===== src/rtl/calc_pkg.sv =====
// rtl/calc_pkg.sv - shared types and constants for the BCD adder sequencing controller
package calc_pkg;

  localparam int BCD_MAX         = 9;
  localparam int NUM_DIGITS_DFLT = 4;

  typedef enum logic [2:0] {
    IDLE,
    ENTRY,
    SUMMING,
    RESULT,
    RELOAD
  } calc_state_t;

endpackage


===== src/rtl/calc_ctrl_if.sv =====
// rtl/calc_ctrl_if.sv - button inputs, command strobes and display scan of calc_ctrl
interface calc_ctrl_if #(
  parameter int NUM_DIGITS = calc_pkg::NUM_DIGITS_DFLT
);
  localparam int SEL_W = (NUM_DIGITS > 1) ? $clog2(NUM_DIGITS) : 1;

  logic                  push;
  logic                  guardar;
  logic                  finalizar;
  logic [3:0]            entrada;
  logic                  sum_done;
  logic                  dig_shift;
  logic [3:0]            dig_value;
  logic                  op_save;
  logic                  sum_start;
  logic                  clr_entry;
  logic                  show_result;
  logic [SEL_W-1:0]      digit_sel;
  logic [NUM_DIGITS-1:0] an;
  logic                  err;

  modport master (
    output push, guardar, finalizar, entrada, sum_done,
    input  dig_shift, dig_value, op_save, sum_start, clr_entry,
    input  show_result, digit_sel, an, err
  );

  modport slave (
    input  push, guardar, finalizar, entrada, sum_done,
    output dig_shift, dig_value, op_save, sum_start, clr_entry,
    output show_result, digit_sel, an, err
  );

endinterface


===== src/rtl/calc_edge.sv =====
// rtl/calc_edge.sv - registered rising-edge detector for one debounced button level
module calc_edge (
  input  logic clk,
  input  logic rst,
  input  logic i_lvl,
  output logic o_rise
);

  logic r_prev;

  // Resetting to 1 keeps a button held through reset from reporting an edge.
  always_ff @(posedge clk or negedge rst) begin
    if (!rst) r_prev <= 1'b1;
    else      r_prev <= i_lvl;
  end

  assign o_rise = i_lvl & ~r_prev;

endmodule


===== src/rtl/calc_ctrl.sv =====
// rtl/calc_ctrl.sv - button-to-command sequencer and digit scan for the BCD adder
// Optional sum watchdog enabled by defining CALC_CTRL_WDOG_EN.
module calc_ctrl
  import calc_pkg::*;
#(
  parameter int NUM_DIGITS  = NUM_DIGITS_DFLT,
  parameter int SCAN_DIV    = 50000,
  parameter int WDOG_CYCLES = 255
) (
  input  logic       clk,
  input  logic       rst,
  calc_ctrl_if.slave bus
);

  localparam int SEL_W  = (NUM_DIGITS > 1) ? $clog2(NUM_DIGITS) : 1;
  localparam int CNT_W  = $clog2(NUM_DIGITS + 1);
  localparam int SCAN_W = $clog2(SCAN_DIV);

  logic w_push_e, w_guar_e, w_fin_e;
  logic w_push, w_guar, w_fin, w_digit_ok, w_wdog_hit;

  calc_edge u_edge_push (.clk(clk), .rst(rst), .i_lvl(bus.push),      .o_rise(w_push_e));
  calc_edge u_edge_guar (.clk(clk), .rst(rst), .i_lvl(bus.guardar),   .o_rise(w_guar_e));
  calc_edge u_edge_fin  (.clk(clk), .rst(rst), .i_lvl(bus.finalizar), .o_rise(w_fin_e));

  assign w_fin      = w_fin_e;
  assign w_guar     = w_guar_e & ~w_fin_e;
  assign w_push     = w_push_e & ~w_guar_e & ~w_fin_e;
  assign w_digit_ok = (bus.entrada <= 4'(BCD_MAX));

  calc_state_t      r_state, w_state_nxt;
  logic [CNT_W-1:0] r_count, w_count_nxt;
  logic             r_have_saved, w_have_saved_nxt;
  logic             r_show_result, w_show_result_nxt;
  logic [3:0]       r_dig_value, w_dig_value_nxt;
  logic             r_dig_shift, w_dig_shift_nxt;
  logic             r_op_save, w_op_save_nxt;
  logic             r_sum_start, w_sum_start_nxt;
  logic             r_clr_entry, w_clr_entry_nxt;
  logic             r_err, w_err_nxt;

  always_ff @(posedge clk or negedge rst) begin
    if (!rst) begin
      r_state       <= IDLE;
      r_count       <= '0;
      r_have_saved  <= 1'b0;
      r_show_result <= 1'b0;
      r_dig_value   <= 4'd0;
      r_dig_shift   <= 1'b0;
      r_op_save     <= 1'b0;
      r_sum_start   <= 1'b0;
      r_clr_entry   <= 1'b0;
      r_err         <= 1'b0;
    end else begin
      r_state       <= w_state_nxt;
      r_count       <= w_count_nxt;
      r_have_saved  <= w_have_saved_nxt;
      r_show_result <= w_show_result_nxt;
      r_dig_value   <= w_dig_value_nxt;
      r_dig_shift   <= w_dig_shift_nxt;
      r_op_save     <= w_op_save_nxt;
      r_sum_start   <= w_sum_start_nxt;
      r_clr_entry   <= w_clr_entry_nxt;
      r_err         <= w_err_nxt;
    end
  end

  always_comb begin
    w_state_nxt       = r_state;
    w_count_nxt       = r_count;
    w_have_saved_nxt  = r_have_saved;
    w_show_result_nxt = r_show_result;
    w_dig_value_nxt   = r_dig_value;
    w_dig_shift_nxt   = 1'b0;
    w_op_save_nxt     = 1'b0;
    w_sum_start_nxt   = 1'b0;
    w_clr_entry_nxt   = 1'b0;
    w_err_nxt         = 1'b0;
    case (r_state)
      IDLE: begin
        if (w_push) begin
          if (w_digit_ok) begin
            w_dig_shift_nxt = 1'b1;
            w_dig_value_nxt = bus.entrada;
            w_count_nxt     = CNT_W'(1);
            w_state_nxt     = ENTRY;
          end else begin
            w_err_nxt = 1'b1;
          end
        end
      end
      ENTRY: begin
        if (w_fin) begin
          if (r_have_saved) begin
            w_sum_start_nxt = 1'b1;
            w_state_nxt     = SUMMING;
          end else begin
            w_err_nxt = 1'b1;
          end
        end else if (w_guar) begin
          w_op_save_nxt    = 1'b1;
          w_count_nxt      = '0;
          w_have_saved_nxt = 1'b1;
        end else if (w_push) begin
          if (w_digit_ok && (r_count < CNT_W'(NUM_DIGITS))) begin
            w_dig_shift_nxt = 1'b1;
            w_dig_value_nxt = bus.entrada;
            w_count_nxt     = r_count + CNT_W'(1);
          end else begin
            w_err_nxt = 1'b1;
          end
        end
      end
      SUMMING: begin
        if (bus.sum_done) begin
          w_show_result_nxt = 1'b1;
          w_state_nxt       = RESULT;
        end else if (w_wdog_hit) begin
          w_err_nxt         = 1'b1;
          w_clr_entry_nxt   = 1'b1;
          w_have_saved_nxt  = 1'b0;
          w_show_result_nxt = 1'b0;
          w_state_nxt       = IDLE;
        end
      end
      RESULT: begin
        if (w_push) begin
          if (w_digit_ok) begin
            w_clr_entry_nxt   = 1'b1;
            w_have_saved_nxt  = 1'b0;
            w_show_result_nxt = 1'b0;
            w_dig_value_nxt   = bus.entrada;
            w_state_nxt       = RELOAD;
          end else begin
            w_err_nxt = 1'b1;
          end
        end
      end
      RELOAD: begin
        // Replays the digit that ended the result view as the first new digit.
        w_dig_shift_nxt = 1'b1;
        w_count_nxt     = CNT_W'(1);
        w_state_nxt     = ENTRY;
      end
      default: w_state_nxt = IDLE;
    endcase
  end

`ifdef CALC_CTRL_WDOG_EN
  localparam int WD_W = $clog2(WDOG_CYCLES + 1);
  logic [WD_W-1:0] r_wdog;

  always_ff @(posedge clk or negedge rst) begin
    if (!rst)                   r_wdog <= '0;
    else if (r_state == SUMMING) r_wdog <= r_wdog + WD_W'(1);
    else                        r_wdog <= '0;
  end

  assign w_wdog_hit = (r_state == SUMMING) && (r_wdog == WD_W'(WDOG_CYCLES - 1));
`else
  assign w_wdog_hit = 1'b0;
`endif

  logic [SCAN_W-1:0] r_scan_cnt;
  logic [SEL_W-1:0]  r_digit_sel;

  always_ff @(posedge clk or negedge rst) begin
    if (!rst) begin
      r_scan_cnt  <= '0;
      r_digit_sel <= '0;
    end else if (r_scan_cnt == SCAN_W'(SCAN_DIV - 1)) begin
      r_scan_cnt  <= '0;
      r_digit_sel <= (r_digit_sel == SEL_W'(NUM_DIGITS - 1)) ? '0 : r_digit_sel + SEL_W'(1);
    end else begin
      r_scan_cnt <= r_scan_cnt + SCAN_W'(1);
    end
  end

  assign bus.dig_shift   = r_dig_shift;
  assign bus.dig_value   = r_dig_value;
  assign bus.op_save     = r_op_save;
  assign bus.sum_start   = r_sum_start;
  assign bus.clr_entry   = r_clr_entry;
  assign bus.show_result = r_show_result;
  assign bus.err         = r_err;
  assign bus.digit_sel   = r_digit_sel;
  assign bus.an          = ~(NUM_DIGITS'(1) << r_digit_sel);

endmodule


===== src/flat_wrapper.sv =====
// flat-port wrapper written by rule: the top's interface ports become plain ports
module calc_ctrl_flat import calc_pkg::*;
#(
  parameter int NUM_DIGITS  = NUM_DIGITS_DFLT,
  parameter int SCAN_DIV    = 50000,
  parameter int WDOG_CYCLES = 255
)
  (clk, rst, bus_push, bus_guardar, bus_finalizar, bus_entrada, bus_sum_done, bus_dig_shift, bus_dig_value, bus_op_save, bus_sum_start, bus_clr_entry, bus_show_result, bus_digit_sel, bus_an, bus_err);
  calc_ctrl_if #(.NUM_DIGITS(NUM_DIGITS)) bus_i ();
  input  logic clk;
  input  logic rst;
  input wire logic [$bits(bus_i.push)-1:0] bus_push;
  input wire logic [$bits(bus_i.guardar)-1:0] bus_guardar;
  input wire logic [$bits(bus_i.finalizar)-1:0] bus_finalizar;
  input wire logic [$bits(bus_i.entrada)-1:0] bus_entrada;
  input wire logic [$bits(bus_i.sum_done)-1:0] bus_sum_done;
  output wire logic [$bits(bus_i.dig_shift)-1:0] bus_dig_shift;
  output wire logic [$bits(bus_i.dig_value)-1:0] bus_dig_value;
  output wire logic [$bits(bus_i.op_save)-1:0] bus_op_save;
  output wire logic [$bits(bus_i.sum_start)-1:0] bus_sum_start;
  output wire logic [$bits(bus_i.clr_entry)-1:0] bus_clr_entry;
  output wire logic [$bits(bus_i.show_result)-1:0] bus_show_result;
  output wire logic [$bits(bus_i.digit_sel)-1:0] bus_digit_sel;
  output wire logic [$bits(bus_i.an)-1:0] bus_an;
  output wire logic [$bits(bus_i.err)-1:0] bus_err;
  assign bus_i.push = bus_push;
  assign bus_i.guardar = bus_guardar;
  assign bus_i.finalizar = bus_finalizar;
  assign bus_i.entrada = bus_entrada;
  assign bus_i.sum_done = bus_sum_done;
  assign bus_dig_shift = bus_i.dig_shift;
  assign bus_dig_value = bus_i.dig_value;
  assign bus_op_save = bus_i.op_save;
  assign bus_sum_start = bus_i.sum_start;
  assign bus_clr_entry = bus_i.clr_entry;
  assign bus_show_result = bus_i.show_result;
  assign bus_digit_sel = bus_i.digit_sel;
  assign bus_an = bus_i.an;
  assign bus_err = bus_i.err;
  calc_ctrl #(.NUM_DIGITS(NUM_DIGITS), .SCAN_DIV(SCAN_DIV), .WDOG_CYCLES(WDOG_CYCLES)) u_core (.clk(clk), .rst(rst), .bus(bus_i));
endmodule

===== config.mk =====
export PLATFORM = sky130hd
export DESIGN_NAME = calc_ctrl_flat
export DESIGN_NICKNAME = d
export VERILOG_FILES = /design/src/rtl/calc_pkg.sv /design/src/rtl/calc_ctrl_if.sv /design/src/rtl/calc_edge.sv /design/src/rtl/calc_ctrl.sv /design/src/flat_wrapper.sv
export SDC_FILE = /design/constraint.sdc
export NUM_CORES = 1
export LEC_CHECK = 0
export CORE_MARGIN = 10
export CORE_UTILIZATION = 58
export DETAILED_ROUTE_END_ITERATION = 8
export GPL_TIMING_DRIVEN = 0
export PLACE_DENSITY = 0.86
export SETUP_SLACK_MARGIN = 0.05
export SLEW_MARGIN = 20
export SYNTH_ARGS = -nofsm -noshare
export SYNTH_HDL_FRONTEND = slang
export SYNTH_SLANG_ARGS = --single-unit

===== constraint.sdc =====
create_clock -name clk -period 3.9 [get_ports clk]
set_input_delay 0.585 -clock clk [delete_from_list [all_inputs] [get_ports clk]]
set_output_delay 0.585 -clock clk [all_outputs]
set_load 0.02 [all_outputs]

==> flow_summary_export.csv <==
group,metric,value,unit
final_layout,fin_nets,222,
critical_path,cp-start-kind,"flip-flop",
sta,finalCritPeriodShare,0.596,
final_layout,drive_gt1_frac,0.130,
die,initial_utilization,0.602,
detailed_routing,vias_per_cell,5.62,
clocking,clock_latency,0.36,ns
global_route,grt_overflow,0,
clocking,cts_buffers,5,
clocking,path_clk_slew,0.10,ns
critical_path,crit_chain,"inv_1 > ha_1 > inv_1 > clkdlybuf4s50_1",
critical_path,cpLargestDelayFamily,"buffers and inverters",
synth,synth_top_family_by_area,"simple AND/OR/NAND/NOR gates",
sta,hold_viol,0,
synth,yosys-top-cells-area,"dfrtp_1, nor2_1, dfstp_2",
synth,synth_compound_area_frac,0.108,
final_layout,fillCellCount,236,
global_route,grt_usage,0.143,
worst_hold_path,hp-class,"input port to async pin",
die,dieWidth,76.3,microns
placement,gp_congestion,0.885,
critical_path,crit_required,3.31,ns
synth,synth_cell_types,40,
synth,yosys.area_share.adder,0.0408,
clocking,cts_resized,0,
sta,worst_clock_skew,0.0156,ns
run_status,status,"complete, no violations",
die,ioPinCount,26,
die,design.die.area,5820,sq um
clocking,cts_setup_buffers,0,
final_layout,final_cells,251,
synth,synth_top_area_share,0.476,
synth,synthArstFlopShare,1.00,
placement,hpwlAfterDp,2.94,mm
synth,synth_xor_area_frac,0.0619,
detailed_routing,final_antenna_net_count,0,
clocking,cts_tree,"done",
clocking,cts-htree-levels,2,
synth,synth_area_per_cell,10.6,sq um
sta,min_period,2.33,ns
critical_path,timing.critical_path.mode_cell,"inv_1",
power,ir_drop,0.000267,V
synth,synthMuxAreaShare,0.0347,
detailed_routing,routed_wl,3.88,mm
die,rows,20,
global_route,antenna_found_initial,0,
synth,syn_nets,189,
critical_path,rrSetupSlack,2.04,ns
final_layout,antennaDiodeCount,0,
sta,max_freq,430,MHz
placement,io_buffers,25,
power,power_density,478,nW/um^2
critical_path,cpMaxStageDelayCell,"clkdlybuf4s50_1",
synth,yosys.area.top_type,"dfrtp_1",
die,die_height,76.3,microns
power,p_leak,0.996,nW
detailed_routing,firstDrtPassIters,4,
sta,relSlewSlack,0.676,
detailed_routing,vias,1410,
sta,setup_viol,0,
critical_path,r2r-end,"u_core.bus.digit_sel[0]",
detailed_routing,avgRoutedWirePerCell,15.5,microns
run,drv_cap,0,
detailed_routing,route.detailed.drc,0,
clocking,clockBufferDepth,2,
clocking,ctsHoldBuffers,0,
synth,netlist_instances,173,
detailed_routing,first_iter_violations,99,
sta,tightest_slew,0.482,ns
synth,synthSimpleGateAreaFrac,0.207,
synth,yosysSeqAreaShare,0.519,
critical_path,critPathBufInv,3,
synth,ys_ff_latch,38,
sta,finalMaxSlewViolations,0,
sta,tns,0,ns
sta,rsz0062_at_grt,"no",
synth,ys.flop_type,"dfrtp_1",
global_route,grt_start_max_net_pins,30,
placement,dp_cells,243,
critical_path,criticalPathCategory,"flip-flop to output pin",
global_route,grt_pass1_wl,6.80,mm
synth,synth_edf_count,0,
critical_path,cp-end-kind,"output pin",
critical_path,arrival,1.74,ns
final_layout,area_growth,22.0,%
critical_path,crit_path_max_fanout,6,
global_route,grt_pass1_vias,1434,
critical_path,max_stage_delay,0.60,ns
synth,syn_area,1840,sq um
die,core,3050,sq um
clocking,clock-root-buffer,"clkbuf_4",
critical_path,crit_cells,4,
critical_path,regToRegStartpoint,"u_core.r_scan_cnt[7]",
clocking,clock_sinks,38,
critical_path,r2r_cells,5,
synth,yosys_warnings,0,
power breakdown:
group          switching (mW)  total [mW]  leakage (nW)  internal, mW
sequential             0.0294       0.475         0.478         0.446
combinational           0.180       0.320         0.472         0.140
clock                   0.124       0.277        0.0455         0.153
sequential cells by signal, indices dropped and copies added (netlist names), 2 cells and up:
| name | flops |
|---|---|
| u_core.r_scan_cnt | 16 |
| u_core.bus.dig_value | 4 |
| u_core.r_count | 3 |
| u_core.r_state | 3 |
| u_core.bus.digit_sel | 2 |
layout by cell type (no fill, tap or decap), types with 2 or more instances in the layout:
master	count
a21oi_1	5
a31oi_1	3
and3_1	3
and4_1	2
buf_2	3
clkbuf_1	2
clkbuf_4	5
clkdlybuf4s50_1	24
dfrtp_1	35
dfstp_2	3
ha_1	6
inv_1	8
mux2_2	3
mux2_4	2
nand2_1	18
nand2b_1	3
nand3_1	4
nand4_1	4
nor2_1	24
nor2b_1	5
nor3_1	4
nor4_2	2
o21ai_0	5
o2bb2ai_1	2
xnor2_1	7
xor2_1	6
per-layer routing:
metal / global-route usage / part of all wire / vias to the layer above
met4: 0.0520 / 0.023 / 0
met5: 0 / 0 / -
met3: 0.0542 / 0.050 / 10
met1: 0.145 / 0.38 / 689
li1: - / - / 666
met2: 0.259 / 0.55 / 45
cells by family (layout without fill, tap and decap cells):
kind of cell / Yosys count / count (layout)
muxes: 5 / 5
buffers and inverters: 12 / 46
DFF: 38 / 38
xor gates and xnor gates: 13 / 13
AOI/OAI and AO/OA: 26 / 26
and+or+nand+nor: 73 / 73
adders and majority gates: 6 / 6
cell type report:
class	count	area, sq um	share of cell area
inverter	8	30.0	0.0134
clock inverter	1	30.0	0.0134
tap	44	55.1	0.0245
timing repair buffer	26	265	0.118
sequential	38	955	0.425
clock buffer	7	55.1	0.0245
buffer	4	21.3	0.00948
multi-input combinational	123	833	0.371
cell usage after synthesis (all sizes together), types with 3 or more instances:
master / count
mux2: 5
a31oi: 3
inv: 8
xor2: 6
nor2: 24
nand4: 4
ha: 6
dfstp: 3
xnor2: 7
nor3: 5
a21oi: 5
buf: 3
nand2: 18
dfrtp: 35
nor2b: 5
and3: 3
nand2b: 4
nand3: 4
o21ai: 6
through the flow:
| step | total power, mW | instance area [sq um] | utilization | setup WS [ns] | hold WS (ns) |
|---|---|---|---|---|---|
| floorplan | 0.677 | 1840 | - | 2.15 | 0.289 |
| CTS | 1.08 | 2240 | 0.735 | 1.55 | 0.0835 |
| global route | 1.14 | 2240 | 0.735 | 1.46 | 0.0693 |
| detailed placement | 0.802 | 2160 | 0.707 | 1.52 | 0.462 |
| global placement | 0.779 | 2140 | 0.702 | 1.46 | 0.471 |
| finish | 1.07 | 2240 | 0.735 | 1.57 | 0.0887 |
worst max path at each step:
stage | start | slack (ns) | to
2_1_floorplan | bus_push | 2.15 | u_core.r_count[1]
5_1_grt | u_core.bus.digit_sel[0] | 1.46 | bus_an[2]
3_3_place_gp | rst | 1.46 | u_core.r_count[0]
3_5_place_dp | bus_push | 1.52 | u_core.r_count[1]
4_1_cts | u_core.bus.digit_sel[0] | 1.55 | bus_an[0]
6_report | u_core.bus.digit_sel[0] | 1.57 | bus_an[0]
Note: power is estimated with default switching activity, not from simulation.
==> edit 1, RTL diff (config.mk and constraints unchanged) <==
Build with the macro `CALC_CTRL_WDOG_EN` defined.
--- a/src/rtl/calc_ctrl.sv
+++ b/src/rtl/calc_ctrl.sv
@@ -1,5 +1,7 @@
 // rtl/calc_ctrl.sv - button-to-command sequencer and digit scan for the BCD adder
 // Optional sum watchdog enabled by defining CALC_CTRL_WDOG_EN.
+`define CALC_CTRL_WDOG_EN
+
 module calc_ctrl
   import calc_pkg::*;
 #(
Function: same outputs for any inputs over 10 cycles, from zero or initial values and one cycle with rst low; that may be too few to reach the edited logic, so the function may still have changed.
==> edit 1 against the unedited design <==
Area after synthesis grew 24%. Hold slack gained 0.082 ns. Register-to-register slack gained 0.08 ns. Critical path depth is the same. First-iteration DRC count grew 60%. Synthesized cell count grew 24%. Count of clock-buffer cells in the layout is the same. Setup slack gained 0.089 ns. Sequential cell count grew 8. Total power grew 23%. Wire length grew 16%. Design area grew 21%. Utilization shrank 0.66 points. Largest cell class unchanged.
==> edit 1: results (changes against the unedited design) <==
status=finished, final reports clean; Synth Area in Adders=4.398% (+0.32 points); Syn Area/Cell=10.59 um2 (-0.43%); Non-clk bufs=32 (+6.7%); CP max FO=4 (-2); clock root buffer=clkbuf_8; post-synthesis cell type count=50 (+25%); ClkCell Share=3.928% (+0.14 points); Placed Area=2601 um2 (+20%); syn nets=233 (+23%); fin nets=266 (+20%); clk_lat worst skew=0.29 ns (-0.07 ns); peak supply drop=317.4 uV (+19%); sequential cell area=1155 um2 (+21%); Leakage=1.185 nW (+19%); Synth Area in Compound Gates=9.181% (-1.6 points); Synth top cells by count=dfrtp_1, nor2_1, nand3_1; Post-Synthesis Cell Area=2276 um2 (+24%); NetSw=0.4079 mW (+22%); Power Sequential=0.588 mW (+24%); post-synthesis sequential area ratio=50.74% (-1.2 points); pre-CTS setup slack=1.516 ns (-0.003810 ns); Filler cells=260 (+10%); Final Instance Count excl. Fillers=297 (+18%); synth top area cells=dfrtp_1, nor2_1, ha_1; Reg clk slew, reported paths=0.08 ns (-0.02 ns); Clk. pwr=0.343 mW (+24%); fraction of final layout cells sized beyond drive strength 1=10.44% (-2.6 points); clock tree sinks=46 (+21%); gr usage total=14.20% (-0.062 points); Post-DP HPWL=3305 um (+13%); mux cell area share after synthesis=2.419% (-1.1 points); fraction of area in multi-input gates=38.63% (+1.5 points); largest net degree at the start of global routing=35 (+17%)
==> edit 1: changes by cell type in the layout (fill, tap and decap cells not counted), sizes merged, moves of 4 or more <==
| cell | unedited run | this run |
|---|---|---|
| xor2 | 6 | 10 |
| nand2b | 4 | 8 |
| nand3 | 4 | 12 |
| dfrtp | 35 | 43 |
| nand2 | 18 | 12 |
==> edit 1: path summary, 6_finish.rpt <==
kind	end	slack [ns]	depth (start not counted)
hold / removal	u_core.r_scan_cnt[11]	0.17	1
max in group asynchronous	u_core.u_edge_fin.r_prev	3.19	2
setup reg to reg	u_core.bus.digit_sel[0]	2.12	4
setup / recovery	bus_an[2]	1.66	4
min in group clk	u_core.r_scan_cnt[15]	0.47	1
hold reg to reg	u_core.r_scan_cnt[15]	0.47	1
==> edit 1: metal layers <==
metal | vias to the layer above | wire length, um | GRT usage [%]
met5 | - | 0 | 0
met2 | 55 | 2074 | 21.53
li1 | 822 | - | -
met4 | 0 | 89 | 6.187
met3 | 10 | 306 | 3.240
met1 | 798 | 2025 | 19.00
==> edit 2, RTL diff (config.mk and constraints unchanged) <==
Without the edit above. The 5 states of `calc_state_t` get a one-hot encoding in 5 bits.
--- a/src/rtl/calc_pkg.sv
+++ b/src/rtl/calc_pkg.sv
@@ -4,12 +4,12 @@
   localparam int BCD_MAX         = 9;
   localparam int NUM_DIGITS_DFLT = 4;
 
-  typedef enum logic [2:0] {
-    IDLE,
-    ENTRY,
-    SUMMING,
-    RESULT,
-    RELOAD
+  typedef enum logic [4:0] {
+    IDLE    = 5'b00001,
+    ENTRY   = 5'b00010,
+    SUMMING = 5'b00100,
+    RESULT  = 5'b01000,
+    RELOAD  = 5'b10000
   } calc_state_t;
 
 endpackage
Behaviour: same outputs for any inputs over 10 cycles, from zero or initial values and one cycle with rst low; not proved beyond that.
==> edit 2 against the unedited design <==
First-iteration DRC count fell by 4.0%. Cell count rose by 8.8%. Sequential share of layout area rose by 0.46 points. Design area rose by 4.2%. Global-route usage fell by 1.2 points. Sequential cell count rose by 2. Area after synthesis rose by 7.1%. Setup slack got worse by 0.12 ns. Via count rose by 4.9%. Wire length fell by 0.59%. Largest cell class unchanged.
Power is not compared: it rests on default switching activity, and its combinational part moved more than twofold at a synthesized area within 25%.
==> edit 2: results (changes against the unedited design) <==
total number of vias=1,479 (+4.9%); drt drc=0 (unchanged); WL final=3856 um (-0.59%); Biggest register=u_core.r_scan_cnt; final setup margin=1.449 ns (-0.1243 ns); clk_lat worst skew=0.34 ns (-0.02 ns); Num CTS Buffers=5 (unchanged); worst hold path class=in -> async; pre-CTS setup slack=1.196 ns (-0.3234 ns); post-synthesis sequential area ratio=51.05% (-0.86 points); syn nets=210 (+11%); ys flop type=dfrtp_1; clock root buffer=clkbuf_4; Post-DP HPWL=2970 um (+1.2%); largest net degree at the start of global routing=27 (-10%); path depth of the worst reg2reg path=4 (-1); First-pass DRT Iterations=4 (unchanged); H-tree Lvls=2 (unchanged); gr usage total=13.08% (-1.2 points); IO buf count=25 (unchanged); status=finished, final reports clean; post-cts sizing count=0 (unchanged); fin nets=243 (+9.5%); Filler cells=272 (+15%); Slew HR=23.48% (-44 points); Synth top cells by count=dfrtp_1, nor2_1, nand2_1; CTS Buffer Depth=2 (unchanged); CP max FO=7 (+1); Leakage=roughly 1.1 nW; GP Congestion=0.7984 (-9.8%); grt ovf=0 (unchanged); WP data arrival=2.68 ns (+0.94 ns); post-synthesis cell type count=41 (+2.5%); R2R setup slack=1.71 ns (-0.33 ns); fraction of final layout cells sized beyond drive strength 1=12.78% (-0.27 points); synth top area cells=dfrtp_1, dfstp_2, xor2_1; Layout Skew=0.006474 ns (-0.009144 ns); Reg clk slew, reported paths=around 0.11 ns; Synth async-reset ratio=100.0% (unchanged); initial DRC count=95 (-4.0%); first-pass GRT wire length=6568 um (-3.5%); setup repair bufs after CTS=0 (unchanged); vias in the first global route=1,371 (-4.4%)
edit 2: final timing paths:
check / startpoint / end
worst max-delay path: bus_finalizar / u_core.r_count[0]
worst min-delay path: rst / u_core.r_count[2]
worst max register to register: u_core.u_edge_fin.r_prev / u_core.r_count[0]
worst min register to register: u_core.r_scan_cnt[10] / u_core.r_scan_cnt[10]
max in group asynchronous: rst / u_core.u_edge_fin.r_prev
min in group clk: u_core.r_scan_cnt[10] / u_core.r_scan_cnt[10]
edit 2: layout make-up:
cell class,count,area share (%)
Multi-Input combinational cell,136,37.49
Sequential cell,40,42.99
Buffer,6,1.818
Inverter,12,1.925
Tap cell,46,2.460
Timing Repair Buffer,26,11.34
Clock buffer,6,1.765
Clock inverter,1,0.2139
edit 2: metal layers:
metal | track usage, % | vias to the layer above | share of wire (%)
li1 | - | 724 | -
met1 | 17.27 | 688 | 46
met2 | 18.26 | 61 | 44
met3 | 5.467 | 6 | 8.8
met4 | 5.735 | 0 | 1.3
met5 | 0 | - | 0
edit 2: per-stage QoR:
step                cells  hold slack, ns  util (%)  instance area [um2]
floorplan             194          0.2894         -                 1971
global placement      265          0.4763     68.82                 2278
detailed placement    266          0.4953     69.27                 2293
CTS                   273          0.1383     70.67                 2340
global route          273          0.1361     70.67                 2340
finish                273          0.1418     70.67                 2340
edit 2: logic make-up after synthesis:
logic type | after synthesis | synth area share [%]
fa+ha+maj | 6 | 3.809
mux | 6 | 3.365
buf+inv | 18 | 4.444
simple gates | 80 | 20.76
compound gates | 28 | 9.459
xor+xnor | 16 | 7.111
flops | 40 | 51.05
edit 2: critical path: stages:
cell and delay, ns:
clkdlybuf4s50_1 0.44, nor2b_1 0.18, nor4_1 0.97, o21ai_0 0.23, a22o_1 0.27
edit 2: report_power, final:
| group | leakage [nW] | internal [mW] | switching (mW) | total, mW |
|---|---|---|---|---|
| Combinational | 0.525 | 0.0564 | 0.0573 | 0.114 |
| Sequential | 0.509 | 0.435 | 0.0103 | 0.445 |
| Clock | 0.0281 | 0.0664 | 0.122 | 0.189 |
